[src/rtl/quiz_round_ctrl_if.sv]
// Bundle between the debounced key/switch front end and the quiz round
// controller. The front end drives the player-side inputs. The controller
// drives the registered display and status outputs.
//
// Handshake semantics: there is no valid/ready pair and no back-pressure.
// start and submit are single-cycle strobes that are already edge-detected.
// A submit counts as accepted only when state==QUESTION and pause==0;
// in every other case it is silently dropped. answer is sampled only in
// the accepting cycle. expected must stay stable for the whole QUESTION
// state. result_valid is a one-cycle strobe with no acknowledge, and
// result_correct holds its value until the next judgement.
interface quiz_round_ctrl_if #(
  parameter int ROUNDS  = 8,
  parameter int ANS_W   = 9,
  parameter int SCORE_W = 8
);
  localparam int RW = (ROUNDS > 1) ? $clog2(ROUNDS) : 1;

  logic               start;
  logic               submit;
  logic [ANS_W-1:0]   answer;
  logic [ANS_W-1:0]   expected;
  logic               pause;
  logic [2:0]         state;
  logic [RW-1:0]      round_idx;
  logic [5:0]         minutes;
  logic [5:0]         seconds;
  logic               rem;
  logic [SCORE_W-1:0] score;
  logic               result_valid;
  logic               result_correct;
  logic               done;

  modport master (
    output start, submit, answer, expected, pause,
    input  state, round_idx, minutes, seconds, rem, score,
           result_valid, result_correct, done
  );

  modport slave (
    input  start, submit, answer, expected, pause,
    output state, round_idx, minutes, seconds, rem, score,
           result_valid, result_correct, done
  );
endinterface

[src/rtl/quiz_round_ctrl.sv]
// HexaQuiz round controller. It sequences ROUNDS questions, each with an
// mm:ss countdown, judges the submitted answers, and keeps a saturating
// score that includes a time bonus. Every output comes from a register.
module quiz_round_ctrl #(
  parameter int CLK_HZ      = 50_000_000,
  parameter int ROUNDS      = 8,
  parameter int ANS_W       = 9,
  parameter int SCORE_W     = 8,
  parameter int TIME_SECS   = 60,
  parameter int REVEAL_SECS = 2
) (
  input logic              clk,
  input logic              reset,
  quiz_round_ctrl_if.slave bus
);
  localparam int CNT_W = (CLK_HZ > 1) ? $clog2(CLK_HZ) : 1;
  localparam int RW    = (ROUNDS > 1) ? $clog2(ROUNDS) : 1;
  localparam int REV_W = $clog2(REVEAL_SECS + 1);

  typedef enum logic [2:0] {
    S_IDLE     = 3'd0,
    S_LOAD     = 3'd1,
    S_QUESTION = 3'd2,
    S_JUDGE    = 3'd3,
    S_REVEAL   = 3'd4,
    S_DONE     = 3'd5
  } state_t;

  state_t             state_q, state_d;
  logic [CNT_W-1:0]   cnt_q, cnt_d;
  logic [5:0]         mm_q, mm_d;
  logic [5:0]         ss_q, ss_d;
  logic [11:0]        tot_q, tot_d;
  logic [REV_W-1:0]   rev_q, rev_d;
  logic [RW-1:0]      round_q, round_d;
  logic [SCORE_W-1:0] score_q, score_d;
  logic               rem_q, rem_d;
  logic               verdict_q, verdict_d;
  logic               res_valid_q, res_valid_d;
  logic               res_correct_q, res_correct_d;
  logic               done_q, done_d;

  logic               timing_run;
  logic               tick;
  logic               accept;
  logic               expire;
  logic [1:0]         bonus;
  logic [SCORE_W:0]   score_sum;

  // One-second strobe. The prescaler runs only while a countdown or a
  // reveal hold is active, and it freezes while pause is high.
  always_comb begin
    timing_run = (state_q == S_QUESTION) || (state_q == S_REVEAL);
    tick       = timing_run && !bus.pause && (cnt_q == CNT_W'(CLK_HZ - 1));
    accept     = (state_q == S_QUESTION) && bus.submit && !bus.pause;
    expire     = (state_q == S_QUESTION) && tick && (tot_q == 12'd1);
  end

  // Next-state logic for the round FSM, the countdown, the prescaler and the scoring.
  always_comb begin
    state_d       = state_q;
    cnt_d         = cnt_q;
    mm_d          = mm_q;
    ss_d          = ss_q;
    tot_d         = tot_q;
    rev_d         = rev_q;
    round_d       = round_q;
    score_d       = score_q;
    rem_d         = rem_q;
    verdict_d     = verdict_q;
    res_valid_d   = 1'b0;
    res_correct_d = res_correct_q;
    done_d        = done_q;
    bonus         = 2'd0;
    score_sum     = '0;

    if (!timing_run) begin
      cnt_d = '0;
    end else if (!bus.pause) begin
      cnt_d = (cnt_q == CNT_W'(CLK_HZ - 1)) ? '0 : cnt_q + CNT_W'(1);
    end

    case (state_q)
      S_IDLE: begin
        if (bus.start) begin
          state_d       = S_LOAD;
          score_d       = '0;
          round_d       = '0;
          done_d        = 1'b0;
          res_correct_d = 1'b0;
        end
      end
      S_LOAD: begin
        mm_d    = 6'(TIME_SECS / 60);
        ss_d    = 6'(TIME_SECS % 60);
        tot_d   = 12'(TIME_SECS);
        rem_d   = 1'b0;
        state_d = S_QUESTION;
      end
      S_QUESTION: begin
        // The clock keeps running on the submit cycle. A submit still
        // beats the expiring tick, so rem stays low in that case.
        if (tick) begin
          tot_d = tot_q - 12'd1;
          if (ss_q == 6'd0) begin
            ss_d = 6'd59;
            mm_d = mm_q - 6'd1;
          end else begin
            ss_d = ss_q - 6'd1;
          end
        end
        if (accept) begin
          verdict_d = (bus.answer == bus.expected);
          state_d   = S_JUDGE;
        end else if (expire) begin
          verdict_d = 1'b0;
          rem_d     = 1'b1;
          state_d   = S_JUDGE;
        end
      end
      S_JUDGE: begin
        if (verdict_q) begin
          bonus = (tot_q >= 12'(TIME_SECS / 2)) ? 2'd2 : 2'd1;
        end
        score_sum     = {1'b0, score_q} + (SCORE_W + 1)'(bonus);
        score_d       = score_sum[SCORE_W] ? '1 : score_sum[SCORE_W-1:0];
        res_valid_d   = 1'b1;
        res_correct_d = verdict_q;
        state_d       = S_REVEAL;
      end
      S_REVEAL: begin
        if (tick) begin
          if (rev_q == REV_W'(REVEAL_SECS - 1)) begin
            rev_d = '0;
            if (round_q == RW'(ROUNDS - 1)) begin
              state_d = S_DONE;
              done_d  = 1'b1;
            end else begin
              round_d = round_q + RW'(1);
              state_d = S_LOAD;
            end
          end else begin
            rev_d = rev_q + REV_W'(1);
          end
        end
      end
      S_DONE: begin
        if (bus.start) begin
          state_d       = S_LOAD;
          score_d       = '0;
          round_d       = '0;
          done_d        = 1'b0;
          res_correct_d = 1'b0;
        end
      end
      default: state_d = S_IDLE;
    endcase
  end

  // State register. Reset is synchronous and overrides every other input.
  always_ff @(posedge clk) begin
    if (reset) begin
      state_q       <= S_IDLE;
      cnt_q         <= '0;
      mm_q          <= '0;
      ss_q          <= '0;
      tot_q         <= '0;
      rev_q         <= '0;
      round_q       <= '0;
      score_q       <= '0;
      rem_q         <= 1'b0;
      verdict_q     <= 1'b0;
      res_valid_q   <= 1'b0;
      res_correct_q <= 1'b0;
      done_q        <= 1'b0;
    end else begin
      state_q       <= state_d;
      cnt_q         <= cnt_d;
      mm_q          <= mm_d;
      ss_q          <= ss_d;
      tot_q         <= tot_d;
      rev_q         <= rev_d;
      round_q       <= round_d;
      score_q       <= score_d;
      rem_q         <= rem_d;
      verdict_q     <= verdict_d;
      res_valid_q   <= res_valid_d;
      res_correct_q <= res_correct_d;
      done_q        <= done_d;
    end
  end

  assign bus.state          = state_q;
  assign bus.round_idx      = round_q;
  assign bus.minutes        = mm_q;
  assign bus.seconds        = ss_q;
  assign bus.rem            = rem_q;
  assign bus.score          = score_q;
  assign bus.result_valid   = res_valid_q;
  assign bus.result_correct = res_correct_q;
  assign bus.done           = done_q;
endmodule

[src/flat_wrapper.sv]
// flat-port wrapper written by rule: the top's interface ports become plain ports
module quiz_round_ctrl_flat 
#(
  parameter int CLK_HZ      = 50_000_000,
  parameter int ROUNDS      = 8,
  parameter int ANS_W       = 9,
  parameter int SCORE_W     = 8,
  parameter int TIME_SECS   = 60,
  parameter int REVEAL_SECS = 2
)
  (clk, reset, bus_start, bus_submit, bus_answer, bus_expected, bus_pause, bus_state, bus_round_idx, bus_minutes, bus_seconds, bus_rem, bus_score, bus_result_valid, bus_result_correct, bus_done);
  quiz_round_ctrl_if #(.ROUNDS(ROUNDS), .ANS_W(ANS_W), .SCORE_W(SCORE_W)) bus_i ();
  input logic clk;
  input logic reset;
  input wire logic [$bits(bus_i.start)-1:0] bus_start;
  input wire logic [$bits(bus_i.submit)-1:0] bus_submit;
  input wire logic [$bits(bus_i.answer)-1:0] bus_answer;
  input wire logic [$bits(bus_i.expected)-1:0] bus_expected;
  input wire logic [$bits(bus_i.pause)-1:0] bus_pause;
  output wire logic [$bits(bus_i.state)-1:0] bus_state;
  output wire logic [$bits(bus_i.round_idx)-1:0] bus_round_idx;
  output wire logic [$bits(bus_i.minutes)-1:0] bus_minutes;
  output wire logic [$bits(bus_i.seconds)-1:0] bus_seconds;
  output wire logic [$bits(bus_i.rem)-1:0] bus_rem;
  output wire logic [$bits(bus_i.score)-1:0] bus_score;
  output wire logic [$bits(bus_i.result_valid)-1:0] bus_result_valid;
  output wire logic [$bits(bus_i.result_correct)-1:0] bus_result_correct;
  output wire logic [$bits(bus_i.done)-1:0] bus_done;
  assign bus_i.start = bus_start;
  assign bus_i.submit = bus_submit;
  assign bus_i.answer = bus_answer;
  assign bus_i.expected = bus_expected;
  assign bus_i.pause = bus_pause;
  assign bus_state = bus_i.state;
  assign bus_round_idx = bus_i.round_idx;
  assign bus_minutes = bus_i.minutes;
  assign bus_seconds = bus_i.seconds;
  assign bus_rem = bus_i.rem;
  assign bus_score = bus_i.score;
  assign bus_result_valid = bus_i.result_valid;
  assign bus_result_correct = bus_i.result_correct;
  assign bus_done = bus_i.done;
  quiz_round_ctrl #(.CLK_HZ(CLK_HZ), .ROUNDS(ROUNDS), .ANS_W(ANS_W), .SCORE_W(SCORE_W), .TIME_SECS(TIME_SECS), .REVEAL_SECS(REVEAL_SECS)) u_core (.clk(clk), .reset(reset), .bus(bus_i));
endmodule
[config.mk]
export PLATFORM = sky130hd
export DESIGN_NAME = quiz_round_ctrl_flat
export DESIGN_NICKNAME = d
export VERILOG_FILES = /design/src/rtl/quiz_round_ctrl_if.sv /design/src/rtl/quiz_round_ctrl.sv /design/src/flat_wrapper.sv
export SDC_FILE = /design/constraint.sdc
export NUM_CORES = 1
export LEC_CHECK = 0
export BUFFER_PORTS_ARGS = -buffer_cell sky130_fd_sc_hd__buf_2
export CAP_MARGIN = 10
export CORE_ASPECT_RATIO = 1.4
export CORE_MARGIN = 1
export CORE_UTILIZATION = 54
export CTS_BUF_LIST = sky130_fd_sc_hd__clkbuf_8
export CTS_CLUSTER_SIZE = 12
export DETAILED_ROUTE_END_ITERATION = 16
export GPL_TIMING_DRIVEN = 0
export PLACE_DENSITY = 0.91
export SYNTH_ARGS = -nofsm -noshare
export SYNTH_HDL_FRONTEND = slang
export SYNTH_SLANG_ARGS = --single-unit
[constraint.sdc]
create_clock -name clk -period 2.43 [get_ports clk]
set_input_delay 0 -clock clk [delete_from_list [all_inputs] [get_ports clk]]
set_output_delay 0 -clock clk [all_outputs]
set_load 0.05 [all_outputs]
==> run_results.csv <==
group,metric,value,unit
status,status,"finished with violations",
status,violations,"negative setup slack",
logic_synthesis,synthCells,469,
worst_setup_path,critPathLaunchType,"flop",
timing,setup_violations,1,
floorplan,die_h,101.2,um
worst_setup_path,crit_path_max_fanout,5,
placed_design,numPortBuffers,51,
timing,worst_slew_pin_slew,1.243,ns
power,ir_worst_vdd,451.1,uV
logic_synthesis,synth_edf_count,0,
logic_synthesis,syn_nets,504,
final_layout,fill_cells,490,
logic_synthesis,synth_top_area_cell,"dfxtp_1",
timing,worst_slack,-0.08785,ns
worst_hold_path,min-delay-path-class,"in -> reg",
cts,clockBufferDepth,2,
logic_synthesis,yosys-top-cells-area,"dfxtp_1 37%, xor2_1 6.7%, nor2_1 6.0%",
cts,cts_buffers,9,
placed_design,place.detailed.hpwl,6.770,mm
logic_synthesis,synth_cell_types,53,
route,highest_layer,"met4",
logic_synthesis,synth.mux.area_fraction,0.5279,%
route,met1_length,3.917,mm
final_layout,nets,583,
floorplan,die_w,72.83,um
final_layout,areaGrowthSynthToFinish,24.05,%
job,max_cap_violations,0,
cts,cts_tree,"done",
logic_synthesis,syn_area_per_cell,8.086,um2
logic_synthesis,yosys.area_share.xor_xnor,9.238,%
timing,skew,0.009854,ns
global_routing,grt_overflow_total,0,
route,avgViaCountPerCell,6.079,
route,remaining_drc_errors,0,
logic_synthesis,ys_ff_latch,71,
worst_setup_path,setup.worst_path.end_class,"flop",
global_routing,grt_max_degree,14,
floorplan,io_pins,53,
power,power_density,617.8,mW/mm2
logic_synthesis,postSynth.asyncResetShare,0,%
floorplan,die-area,0.007367,mm2
logic_synthesis,synth_flop_cell,"dfxtp_1",
placed_design,place.gp.congestion,0.8346,
route,first_pass_iters,5,
worst_setup_path,crit_type,"reg -> reg",
cts,clk_pin_slew_worst_paths,0.08,ns
logic_synthesis,synth-compound-area-share,12.74,%
timing,rsz0062_at_grt,"true",
global_routing,grt_antenna_before_repair,0,
route,num_vias,3921,
logic_synthesis,ys_warn_count,0,
logic_synthesis,synth-simple-area-share,31.38,%
worst_setup_path,cp.arrival,2.76,ns
cts,clock_latency,0.36,ns
floorplan,coreArea,0.006700,mm2
timing,final.min_clock_period,2.518,ns
logic_synthesis,synth_top_family_by_area,"simple AND/OR/NAND/NOR gates",
final_layout,drive_above_1_share,24.41,%
timing,period_share,103.6,%
global_routing,grt_pass1_wl,16.48,mm
timing,max_freq,0.3972,GHz
final_layout,antennaDiodeCount,0,
timing,final_hold_viol_count,0,
floorplan,num_rows,35,
placed_design,pre_cts_slack,-0.3441,ns
logic_synthesis,syn_area,0.003792,mm2
route,dr_wl_met3,708,um
power,p_leak,1.803,nW
final_layout,fin_area,0.004705,mm2
placed_design,place_area,0.004174,mm2
route,drt_iter0_drc,331,
worst_setup_path,cp.required,2.68,ns
route,ant_nets,0,
floorplan,initial_core_util,56.60,%
route,routedWlPerCell,16.32,um
global_routing,grt_pass1_vias,3741,
timing,drv_slew,0,
cts,cts-root-buf,"clkbuf_8",
route,postRouteWirelength,10.53,mm
logic_synthesis,yosysTopAreaCellShare,37.48,%
route,wl_met2,5.532,mm
global_routing,grt_usage,28.54,%
timing,maxSlewHeadroom,16.37,%
logic_synthesis,yosys.area_share.adder,4.157,%
cts,cts_sinks,71,
logic_synthesis,yosysSeqAreaShare,37.48,%
cts,cts-htree-levels,3,
-- layer usage --
layer / vias up / track usage, %
met5: - / 0
met4: 0 / 15.84
met3: 39 / 5.473
met2: 217 / 52.34
met1: 1832 / 30.17
li1: 1833 / -
-- report_power, final --
part	switching, W	total (W)	leakage (nW)	internal [W]
Sequential	0.0000415	0.00124	0.578	0.00119
Combinational	0.000340	0.000504	1.11	0.000163
Clock	0.000484	0.00117	0.112	0.000683
Total	0.000865	0.00291	1.80	0.00204
-- worst max-delay path: stages, from the launching register on --
cell and delay, ns:
dfxtp_1 0.43, nor4b_1 0.46, nand4_1 0.29, or2_2 0.41, or4b_2 0.69, mux2i_1 0.14
-- metrics by stage --
step	instances	power [W]	TNS (ns)	hold WS, ns	utilization [%]
global placement	612	0.001711	-9.193	0.3239	62.22
CTS	640	0.002859	-0.1114	0.06646	68.16
finish	645	0.002906	-0.08785	0.05687	70.21
global route	645	0.002983	-0.2181	0.1534	70.21
floorplan	469	0.001599	0	0.1448	-
detailed placement	613	0.001728	-10.55	0.3513	62.30
-- cells in the mapped netlist (2+ instances only) --
master,count
o31ai_1,6
nand3_1,19
nor3_1,19
nand4_1,16
mux2i_1,2
xor2_1,29
or4_1,10
dfxtp_1,71
nand2b_1,7
o21a_1,4
or3_1,10
nor2b_1,4
clkbuf_1,15
nand4b_1,4
a211oi_1,2
a21oi_1,31
and3_1,7
and4_1,3
ha_1,11
o21ai_0,20
inv_1,24
and3b_1,2
nand3b_1,2
buf_1,2
and2_1,4
nor4_1,10
nand2_1,29
or4_4,2
a31oi_1,5
nor2_1,61
nor4b_1,4
o41ai_1,2
or2_2,2
xnor2_1,11
-- final cells by class --
class | instances | area, um2 | share of cell area, %
plain buffers | 14 | 60.06 | 1.277
clock buffers | 9 | 123.9 | 2.633
clock inverters | 7 | 121.4 | 2.580
inverters | 24 | 90.09 | 1.915
multi-input cells | 355 | 2332 | 49.57
flip-flops and latches | 71 | 1438 | 30.56
well taps | 92 | 115.1 | 2.447
repair buffers | 73 | 424.2 | 9.016
-- placed cells by master (no fill, tap or decap), types with 4 or more instances in the layout --
cell and instances:
buf_4 19, dfxtp_1 62, a31oi_1 5, or4_1 10, nand2_1 29, nand4b_1 4
o31ai_1 5, nand2b_1 7, ha_1 8, clkbuf_1 8, buf_2 53, xor2_1 29
a21oi_1 31, nor4_1 8, nor3_1 16, nor2_1 60, xnor2_1 11, or3_1 9
nand4_1 16, o21ai_0 19, dfxtp_2 7, nand3_1 18, clkbuf_8 9, o21a_1 4
and3_1 7, inv_1 22
-- cell families (layout without fill, tap and decap cells) --
kind of cell    after synthesis  after routing
simple gates                221            221
compound gates               80             80
flops                        71             71
buf+inv                      43            127
xor+xnor                     40             40
fa+ha+maj                    12             12
mux                           2              2
-- flip-flops by register name, indices dropped and copies added, names as in the netlist --
register,count
u_core.bus.done,1
u_core.bus.round_idx,3
u_core.bus.rem,1
u_core.bus.state,3
u_core.bus.minutes,6
u_core.rev_q,2
u_core.verdict_q,1
u_core.bus.seconds,6
u_core.bus.score,8
u_core.bus.result_correct,1
u_core.bus.result_valid,1
u_core.cnt_q,26
u_core.tot_q,12
-- path summary, 6_finish.rpt --
| path | startpoint | to | slack, ns | depth (start not counted) |
|---|---|---|---|---|
| max | u_core.cnt_q[17] | u_core.tot_q[11] | -0.09 | 5 |
| min | bus_expected[1] | u_core.verdict_q | 0.06 | 5 |
| max reg2reg | u_core.cnt_q[17] | u_core.tot_q[11] | -0.09 | 5 |
| min reg2reg | u_core.bus.result_correct | u_core.bus.result_correct | 0.46 | 2 |
-- repair_timing --
item                                    CTS  global route
hold buffers                              1             0
pin swaps                                12             9
hold endpoints to repair                  1             0
setup buffers                            14             6
gates resized for setup                  20            24
endpoints found under the setup margin   50            42
No activity file was read; power rests on OpenSTA's default activity.
